File: config.mk
export PLATFORM = sky130hd
export DESIGN_NAME = pc_next_unit_flat
export DESIGN_NICKNAME = d
export VERILOG_FILES = /design/src/rtl/pc_next_unit_if.sv /design/src/rtl/pc_next_unit.sv /design/src/flat_wrapper.sv
export SDC_FILE = /design/constraint.sdc
export NUM_CORES = 1
export LEC_CHECK = 0
export CORE_UTILIZATION = 53
export CTS_CLUSTER_DIAMETER = 30
export DETAILED_ROUTE_END_ITERATION = 8
export PLACE_DENSITY_LB_ADDON = 0.1
export SYNTH_ARGS = -nofsm -noshare
export SYNTH_HDL_FRONTEND = slang
export SYNTH_SLANG_ARGS = --single-unit
File: constraint.sdc
create_clock -name clk -period 4.8 [get_ports clk]
set_input_delay 0.96 -clock clk [delete_from_list [all_inputs] [get_ports clk]]
set_output_delay 0.96 -clock clk [all_outputs]
set_load 0.005 [all_outputs]
File: src/rtl/pc_next_unit_if.sv
// Fetch-stage PC/RAS bus: redirect requests and RAS commands in; PC and RAS state out.
// The master is the control side that drives requests; the slave is pc_next_unit.
interface pc_next_unit_if #(
  parameter int unsigned XLEN      = 32,
  parameter int unsigned RAS_DEPTH = 4
);
  localparam int unsigned CW = $clog2(RAS_DEPTH) + 1;

  logic            stall;
  logic            redirect_valid;
  logic [1:0]      redirect_type;
  logic [XLEN-1:0] redirect_pc;
  logic [XLEN-1:0] redirect_imm;
  logic [XLEN-1:0] redirect_rs1;
  logic [XLEN-1:0] trap_vector;
  logic            ras_push;
  logic            ras_pop;

  logic [XLEN-1:0] pc;
  logic [XLEN-1:0] pc_plus;
  logic            misalign_err;
  logic [XLEN-1:0] ras_top;
  logic            ras_empty;
  logic            ras_full;
  logic [CW-1:0]   ras_count;

  modport master (
    output stall, redirect_valid, redirect_type, redirect_pc, redirect_imm,
           redirect_rs1, trap_vector, ras_push, ras_pop,
    input  pc, pc_plus, misalign_err, ras_top, ras_empty, ras_full, ras_count
  );

  modport slave (
    input  stall, redirect_valid, redirect_type, redirect_pc, redirect_imm,
           redirect_rs1, trap_vector, ras_push, ras_pop,
    output pc, pc_plus, misalign_err, ras_top, ras_empty, ras_full, ras_count
  );
endinterface

File: src/rtl/pc_next_unit.sv
// Registered fetch-PC generator with branch/JAL/JALR/trap redirects, alignment check,
// and a circular return-address stack for call/return prediction.
module pc_next_unit #(
  parameter int unsigned     XLEN        = 32,
  parameter logic [XLEN-1:0] RESET_PC    = '0,
  parameter int unsigned     INSTR_BYTES = 4,
  parameter int unsigned     RAS_DEPTH   = 4
) (
  input logic          clk,
  input logic          rst_n,
  pc_next_unit_if.slave bus
);
  localparam int unsigned PW = $clog2(RAS_DEPTH);
  localparam int unsigned CW = PW + 1;

  typedef enum logic [1:0] {
    RD_BRANCH = 2'b00,
    RD_JAL    = 2'b01,
    RD_JALR   = 2'b10,
    RD_TRAP   = 2'b11
  } redir_type_e;

  redir_type_e     rtype;
  logic [XLEN-1:0] jalr_sum;
  logic [XLEN-1:0] target;
  logic            is_trap;
  logic            misaligned;
  logic            take;
  logic            reject;

  logic [XLEN-1:0] pc_q, pc_d;
  logic            err_q, err_d;

  logic [XLEN-1:0] ras_mem [RAS_DEPTH];
  logic [PW-1:0]   tp_q, tp_d;
  logic [CW-1:0]   count_q, count_d;
  logic            ras_wr_en;
  logic [PW-1:0]   ras_wr_idx;
  logic [XLEN-1:0] push_ret;
  logic            ras_is_empty;
  logic            ras_is_full;

  assign rtype    = redir_type_e'(bus.redirect_type);
  assign jalr_sum = bus.redirect_rs1 + bus.redirect_imm;

  always_comb begin
    target  = '0;
    is_trap = 1'b0;
    case (rtype)
      RD_BRANCH, RD_JAL: target = bus.redirect_pc + bus.redirect_imm;
      RD_JALR:           target = jalr_sum & ~XLEN'(1);
      default: begin
        target  = bus.trap_vector;
        is_trap = 1'b1;
      end
    endcase
  end

  // Trap targets bypass the alignment check and are loaded verbatim.
  assign misaligned = !is_trap && (INSTR_BYTES == 4) && target[1];
  assign take       = bus.redirect_valid && !misaligned;
  assign reject     = bus.redirect_valid && misaligned;

  always_comb begin
    pc_d  = pc_q + XLEN'(INSTR_BYTES);
    err_d = reject;
    if (take) begin
      pc_d = target;
    end else if (bus.stall || reject) begin
      pc_d = pc_q;
    end
  end

  always_ff @(posedge clk or negedge rst_n) begin
    if (!rst_n) begin
      pc_q  <= RESET_PC;
      err_q <= 1'b0;
    end else begin
      pc_q  <= pc_d;
      err_q <= err_d;
    end
  end

  assign ras_is_empty = (count_q == '0);
  assign ras_is_full  = (count_q == CW'(RAS_DEPTH));
  assign push_ret     = bus.redirect_pc + XLEN'(INSTR_BYTES);

  // Push+pop on a non-empty stack rewrites the top in place; on an empty one it is a push.
  always_comb begin
    tp_d       = tp_q;
    count_d    = count_q;
    ras_wr_en  = 1'b0;
    ras_wr_idx = tp_q;
    if (bus.ras_push && bus.ras_pop && !ras_is_empty) begin
      ras_wr_en = 1'b1;
    end else if (bus.ras_push) begin
      tp_d       = tp_q + PW'(1);
      ras_wr_idx = tp_q + PW'(1);
      ras_wr_en  = 1'b1;
      if (!ras_is_full) begin
        count_d = count_q + CW'(1);
      end
    end else if (bus.ras_pop && !ras_is_empty) begin
      tp_d    = tp_q - PW'(1);
      count_d = count_q - CW'(1);
    end
  end

  always_ff @(posedge clk or negedge rst_n) begin
    if (!rst_n) begin
      tp_q    <= '0;
      count_q <= '0;
    end else begin
      tp_q    <= tp_d;
      count_q <= count_d;
    end
  end

  always_ff @(posedge clk) begin
    if (ras_wr_en) begin
      ras_mem[ras_wr_idx] <= push_ret;
    end
  end

  assign bus.pc           = pc_q;
  assign bus.pc_plus      = pc_q + XLEN'(INSTR_BYTES);
  assign bus.misalign_err = err_q;
  assign bus.ras_top      = ras_is_empty ? '0 : ras_mem[tp_q];
  assign bus.ras_empty    = ras_is_empty;
  assign bus.ras_full     = ras_is_full;
  assign bus.ras_count    = count_q;
endmodule

File: src/flat_wrapper.sv
// flat-port wrapper written by rule: the top's interface ports become plain ports
module pc_next_unit_flat 
#(
  parameter int unsigned     XLEN        = 32,
  parameter logic [XLEN-1:0] RESET_PC    = '0,
  parameter int unsigned     INSTR_BYTES = 4,
  parameter int unsigned     RAS_DEPTH   = 4
)
  (clk, rst_n, bus_stall, bus_redirect_valid, bus_redirect_type, bus_redirect_pc, bus_redirect_imm, bus_redirect_rs1, bus_trap_vector, bus_ras_push, bus_ras_pop, bus_pc, bus_pc_plus, bus_misalign_err, bus_ras_top, bus_ras_empty, bus_ras_full, bus_ras_count);
  pc_next_unit_if #(.XLEN(XLEN), .RAS_DEPTH(RAS_DEPTH)) bus_i ();
  input logic clk;
  input logic rst_n;
  input wire logic [$bits(bus_i.stall)-1:0] bus_stall;
  input wire logic [$bits(bus_i.redirect_valid)-1:0] bus_redirect_valid;
  input wire logic [$bits(bus_i.redirect_type)-1:0] bus_redirect_type;
  input wire logic [$bits(bus_i.redirect_pc)-1:0] bus_redirect_pc;
  input wire logic [$bits(bus_i.redirect_imm)-1:0] bus_redirect_imm;
  input wire logic [$bits(bus_i.redirect_rs1)-1:0] bus_redirect_rs1;
  input wire logic [$bits(bus_i.trap_vector)-1:0] bus_trap_vector;
  input wire logic [$bits(bus_i.ras_push)-1:0] bus_ras_push;
  input wire logic [$bits(bus_i.ras_pop)-1:0] bus_ras_pop;
  output wire logic [$bits(bus_i.pc)-1:0] bus_pc;
  output wire logic [$bits(bus_i.pc_plus)-1:0] bus_pc_plus;
  output wire logic [$bits(bus_i.misalign_err)-1:0] bus_misalign_err;
  output wire logic [$bits(bus_i.ras_top)-1:0] bus_ras_top;
  output wire logic [$bits(bus_i.ras_empty)-1:0] bus_ras_empty;
  output wire logic [$bits(bus_i.ras_full)-1:0] bus_ras_full;
  output wire logic [$bits(bus_i.ras_count)-1:0] bus_ras_count;
  assign bus_i.stall = bus_stall;
  assign bus_i.redirect_valid = bus_redirect_valid;
  assign bus_i.redirect_type = bus_redirect_type;
  assign bus_i.redirect_pc = bus_redirect_pc;
  assign bus_i.redirect_imm = bus_redirect_imm;
  assign bus_i.redirect_rs1 = bus_redirect_rs1;
  assign bus_i.trap_vector = bus_trap_vector;
  assign bus_i.ras_push = bus_ras_push;
  assign bus_i.ras_pop = bus_ras_pop;
  assign bus_pc = bus_i.pc;
  assign bus_pc_plus = bus_i.pc_plus;
  assign bus_misalign_err = bus_i.misalign_err;
  assign bus_ras_top = bus_i.ras_top;
  assign bus_ras_empty = bus_i.ras_empty;
  assign bus_ras_full = bus_i.ras_full;
  assign bus_ras_count = bus_i.ras_count;
  pc_next_unit #(.XLEN(XLEN), .RESET_PC(RESET_PC), .INSTR_BYTES(INSTR_BYTES), .RAS_DEPTH(RAS_DEPTH)) u_core (.clk(clk), .rst_n(rst_n), .bus(bus_i));
endmodule
== After elaboration in Yosys (flattened, before gate mapping) ==
Memories as Yosys holds them, arrays and structs flattened.
Cells that the tools add are included.

* Div/mod/pow operators: 0
* Mux-type cells: 15
* Bitwise operators: 1
* Multiply operators: 0
* Equality and inequality tests: 5
* Shifts and indexed selects: 0
* Magnitude comparators: 0
* Reduce and logical (&&, ||, !) cells: 16
* Add/subtract/negate cells: 8

{| class="wikitable"
|+ Operator list
! operator !! number
|-
| two-way mux 32 bit || 3
|-
| adder 32 x 3 -> 32 bit, second input constant || 2
|-
| adder 32 bit || 2
|-
| one-hot mux 32 bit (2 select lines) || 1
|-
| two-way mux 3 bit || 3
|-
| two-way mux 2 bit || 4
|-
| logical AND 1 bit || 6
|-
| two-way mux 1 bit || 4
|-
| adder 3 x 1 -> 3 bit, second input constant || 1
|-
| == test 3 bit, second input constant || 1
|-
| logical NOT 3 bit || 1
|-
| AND reduction 3 bit || 1
|-
| OR reduction 3 bit || 1
|-
| subtractor 3 x 1 -> 3 bit, second input constant || 1
|-
| adder 2 x 1 -> 2 bit, second input constant || 1
|-
| == test 2 x 1 -> 1 bit, second input constant || 1
|-
| == test 2 bit, second input constant || 1
|-
| logical NOT 1 bit || 2
|-
| logical NOT 2 bit || 1
|-
| inequality test 2 x 1 -> 1 bit, second input constant || 1
|-
| inequality test 2 bit, second input constant || 1
|-
| AND reduction 2 bit || 1
|-
| nonzero test 2 bit || 1
|-
| OR reduction 2 bit || 1
|-
| other kinds (3) || 3
|}

* Output and inout bits: 102
* Input port bits: 136
* Latch bits: 0
* Memories: 1
* Memory bits (writable): 128
* Bits in registers: 38
* Memory bits (read-only): 0
* Word-level logic and storage cells: 50

{| class="wikitable"
|+ Memories
! name !! words !! bits a word !! read ports !! clocked after Yosys merged registers in !! write ports !! line !! source
|-
| u_core.ras_mem || 4 || 32 || 1 || 0 || 1 || pc_next_unit.sv:34 || <nowiki>logic [XLEN-1:0] ras_mem [RAS_DEPTH];</nowiki>
|}

== Depth between registers and ports, before layout ==
* Depth after elaboration: 8
* Depth in mapped cells: 11
* Gate-level depth less buffers: 11

== Worst setup path after synthesis ==
No wires, ideal clock.

* Path type: input to register
* Start: in bus_ras_pop
* End: mem u_core.ras_mem[2][0] (enable)
* Required time: 4.379 ns
* Setup slack: 1.235 ns
* Stages on the path: 7
* Setup time: 0.421 ns
* Arrival time: 3.144 ns
* Path buffers: 2
* Cells stage by stage: clkbuf_1 nand2b_1 clkbuf_1 nand2_1 nor3_1 a21oi_1 nor2_1

* Cells in the longest elaborated chain, start to end: 5
* Elaborated cells between the ends (all ways): 6
* Those cells by class: mux (4); reduce/logical (2)

{| class="wikitable"
|+ RTL lines
! what !! line !! source
|-
| from (decl) || flat_wrapper.sv:21 || <nowiki>input wire logic [$bits(bus_i.ras_pop)-1:0] bus_ras_pop;</nowiki>
|-
| logical AND 1 bit * (2 in series) || pc_next_unit.sv:94 || <nowiki>if (bus.ras_push && bus.ras_pop && !ras_is_empty) begin</nowiki>
|-
| two-way mux 1 bit || pc_next_unit.sv:94 ||
|-
| two-way mux 1 bit || pc_next_unit.sv:120 || <nowiki>if (ras_wr_en) begin</nowiki>
|-
| two-way mux 1 bit (implied by the code) || pc_next_unit.sv:121 || <nowiki>ras_mem[ras_wr_idx] <= push_ret;</nowiki>
|-
| to (decl) || pc_next_unit.sv:34 ||
|}

Mark *: on every way between the ends. The rest lies on a longest branch, timed or not.

== Final worst setup path ==
* Start: reg u_core.pc_q[13], in the netlist u_core.bus.pc[13]
* End: out bus_pc_plus[31]

* Cells in the longest elaborated chain, start to end: 1

{| class="wikitable"
|+ RTL lines
! what !! line !! source
|-
| from (decl) || pc_next_unit.sv:31 || <nowiki>logic [XLEN-1:0] pc_q, pc_d;</nowiki>
|-
| from (signal assigned) || pc_next_unit.sv:79 || <nowiki>pc_q <= pc_d;</nowiki>
|-
| adder 32 x 3 -> 32 bit || pc_next_unit.sv:126 || <nowiki>assign bus.pc_plus = pc_q + XLEN'(INSTR_BYTES);</nowiki>
|-
| to (decl) || flat_wrapper.sv:23 || <nowiki>output wire logic [$bits(bus_i.pc_plus)-1:0] bus_pc_plus;</nowiki>
|}

Every way passes these cells.

==> summary.md <==
| Metric | Value |
|---|---|
| Share of layout cells above drive strength 1 | 8.424% |
| Power Density | 433.6 nW/µm² |
| RSZ-0062 raised after global routing | no |
| Mapped Nets | 1354 |
| Largest area contributor in the netlist | edfxtp_1 |
| P_leak | 5.509 nW |
| Gpl congestion | 0.9364 |
| Fin crit share | 83.58% |
| Minimum clock period | 4.012 ns |
| Crit path required time | 3.84 ns |
| Nets | 1568 |
| Post-placement cell area | 14320 µm² |
| Final Cell Area | 14910 µm² |
| Number of synthesized flops with an enable pin | 128 |
| Main synth FF type | edfxtp_1 |
| Post-synthesis sequential area ratio | 40.79% |
| Worst setup SP type | flip-flop |
| Fmax | 249.3 MHz |
| Arrival time worst endpoint | 3.05 ns |
| CTS tree | done |
| Post-Synthesis Cells | 1150 |
| Vias in the first global route | 9415 |
| Synthesized flop and latch total | 166 |
| Largest net degree at the start of global routing | 47 |
| Peak VDD IR | 306.4 µV |
| Final Setup Violations | 0 |
| Gr ovfl total | 0 |
| Slew HR | 34.13% |
| H-tree levels | 4 |
| Overall Global Routing Usage | 29.28% |
| Detailed Route Iter0 Violations | 621 |
| Final slew viol count | 0 |
| Post-CTS Setup Repair Bufs | 0 |
| Detail Route Antenna Nets | 0 |
| Num ports | 238 |
| Hpwl dp | 24830 µm |
| Drt total wl | 33060 µm |
| CP max-delay cell | nor4_1 |
| PostCTS Resize Cnt | 0 |
| DR vias/cell | 5.989 |
| Crit path largest cell delay | 0.61 ns |
| Synth Area per Inst | 10.22 µm² |
| Count leader, synth | edfxtp_1 |
| CP cell instances | nand2_1, nor4_1, and3_1, nand3_1, nor2_1, xor2_1, clkdlybuf4s50_1 |
| Hold Path Class | flip-flop to flip-flop |
| Worst-Margin Slew | 0.9880 ns |
| Most common library cells after synthesis | 128 x edfxtp_1, 109 x nand2_1, 83 x xnor2_1 |
| Root buf cell | clkbuf_16 |
| Average routed wire per standard cell | 19.94 µm |
| Clock skew | 0.01367 ns |
| First-pass GRT wire length | 50320 µm |
| Via count | 9929 |
| Cell row count | 54 |
| Hold buffers post-CTS | 0 |
| Setup TNS Final | 0 ns |
| Worst-skew pair later-pin latency | 0.44 ns |
| Die span in x | 150.9 µm |
| Initial antenna violation count | 1 |
| Worst Slack Setup Final | 0.7880 ns |
| Clock-pin slew on the worst setup and hold paths | 0.07 ns |
| Setup CP Type | flip-flop to output pin |
| Longest Clk Path Bufs | 2 |
| Top post-synthesis cells by area | edfxtp_1 33%, dfrtp_1 8.1%, ha_1 6.9% |
| Hold_ws | 0.5624 ns |
| Starting Density | 54.03% |
| Die area | 22780 µm² |
| IO buf count | 237 |
| Max Cap Viol | 0 |
| Post-synth ARST share | 22.89% |
| Clock buffer count from CTS | 17 |
| Post-route DRC | 0 |
| Critical Path Fanout Max | 8 |
| Hold Fails Final Rpt | 0 |
| Syn Std Cell Area | 11750 µm² |
| 1st-pass router iterations | 5 |
| Synth Warn # | 0 |
| CTS Sinks | 166 |
| Crit end category | output pin |
| Post-synthesis cell type count | 75 |
| Area of the core | 21760 µm² |
| Status | finished clean |
| Die extent in y | 150.9 µm |
| Pwr Total | 6.464 mW |
| Post-synth top area share | 32.70% |
| Place WS | 0.3635 ns |
| Area delta synth->final | 26.81% |
[path summary, 6_finish.rpt]
kind / from / endpoint / slack, ns / cells past startpoint
max reg2reg: u_core.bus.ras_count[1]$_DFFE_PN0P_ / u_core.ras_mem[2][13]$_DFFE_PP_ / 1.97 / 8
min in group asynchronous: rst_n / u_core.bus.pc[2]$_DFFE_PN0P_ / 0.58 / 2
max in group asynchronous: rst_n / u_core.tp_q[0]$_DFFE_PN0P_ / 3.82 / 2
min: u_core.bus.pc[1]$_DFFE_PN0P_ / u_core.bus.pc[1]$_DFFE_PN0P_ / 0.56 / 1
min reg2reg: u_core.bus.pc[1]$_DFFE_PN0P_ / u_core.bus.pc[1]$_DFFE_PN0P_ / 0.56 / 1
max: u_core.bus.pc[13]$_DFFE_PN0P_ / bus_pc_plus[31] / 0.79 / 7
[worst max-delay path: cells and delay by family (launching register included)]
family	cells	cell delay, ns
flip-flops	1	0.49
AND/OR/NAND/NOR	5	1.44
buffers and inverters	1	0.52
XOR/XNOR	1	0.16
[report_power, final]
group | switching, mW | total, mW | leakage (nW) | internal (mW)
Combinational | 1.23 | 2.82 | 3.60 | 1.59
Clock | 0.672 | 1.37 | 0.284 | 0.697
Sequential | 0.318 | 2.27 | 1.62 | 1.96
[cells by family after synthesis]
family / share of synthesized area [%]
compound gates: 16.20
xor+xnor: 10.28
fa+ha+maj: 7.430
buf+inv: 3.300
flops: 40.79
mux: 6.643
simple gates: 15.35
[cell type report]
cell class / instances / area [µm²]
fill: 1726 / 6850
multi-input combinational: 902 / 6586
timing repair buffer: 253 / 2500
tap: 280 / 350.3
clock buffer: 17 / 425.4
clock inverter: 15 / 153.9
sequential: 166 / 4797
antenna: 1 / 2.502
inverter: 24 / 90.09
[cells in the final DEF, fill, tap and decap left out, drive strengths merged, types with 26 or more instances in the layout]
master         count
clkdlybuf4s50    236
edfxtp           128
nand2            109
xnor2             83
a21oi             83
nor2              82
ha                65
o21ai             64
xor2              55
nand3             41
nor2b             39
dfrtp             38
inv               34
mux4              32
a21o              26
[per-layer routing]
layer  up-vias  global-route usage (%)  share of wire (%)
li1       4719                       -                  -
met1      4806                   38.90                 42
met2       364                   48.90                 49
met3        40                   5.753                7.1
met4         0                   7.650                1.7
met5         -                       0                  0
[state kept, by name (all words and copies together), names as in the netlist]
name / count
u_core.bus.misalign_err: 1
u_core.bus.pc: 32
u_core.tp_q: 2
u_core.ras_mem: 128
u_core.bus.ras_count: 3
[through the flow]
stage                     util [%]  instances
final                        68.51       1658
after global routing         68.50       1657
after CTS                    68.50       1657
after detailed placement     65.84       1625
after global placement       65.84       1625
after floorplan                  -       1150
(Power assumes the default switching activity.)
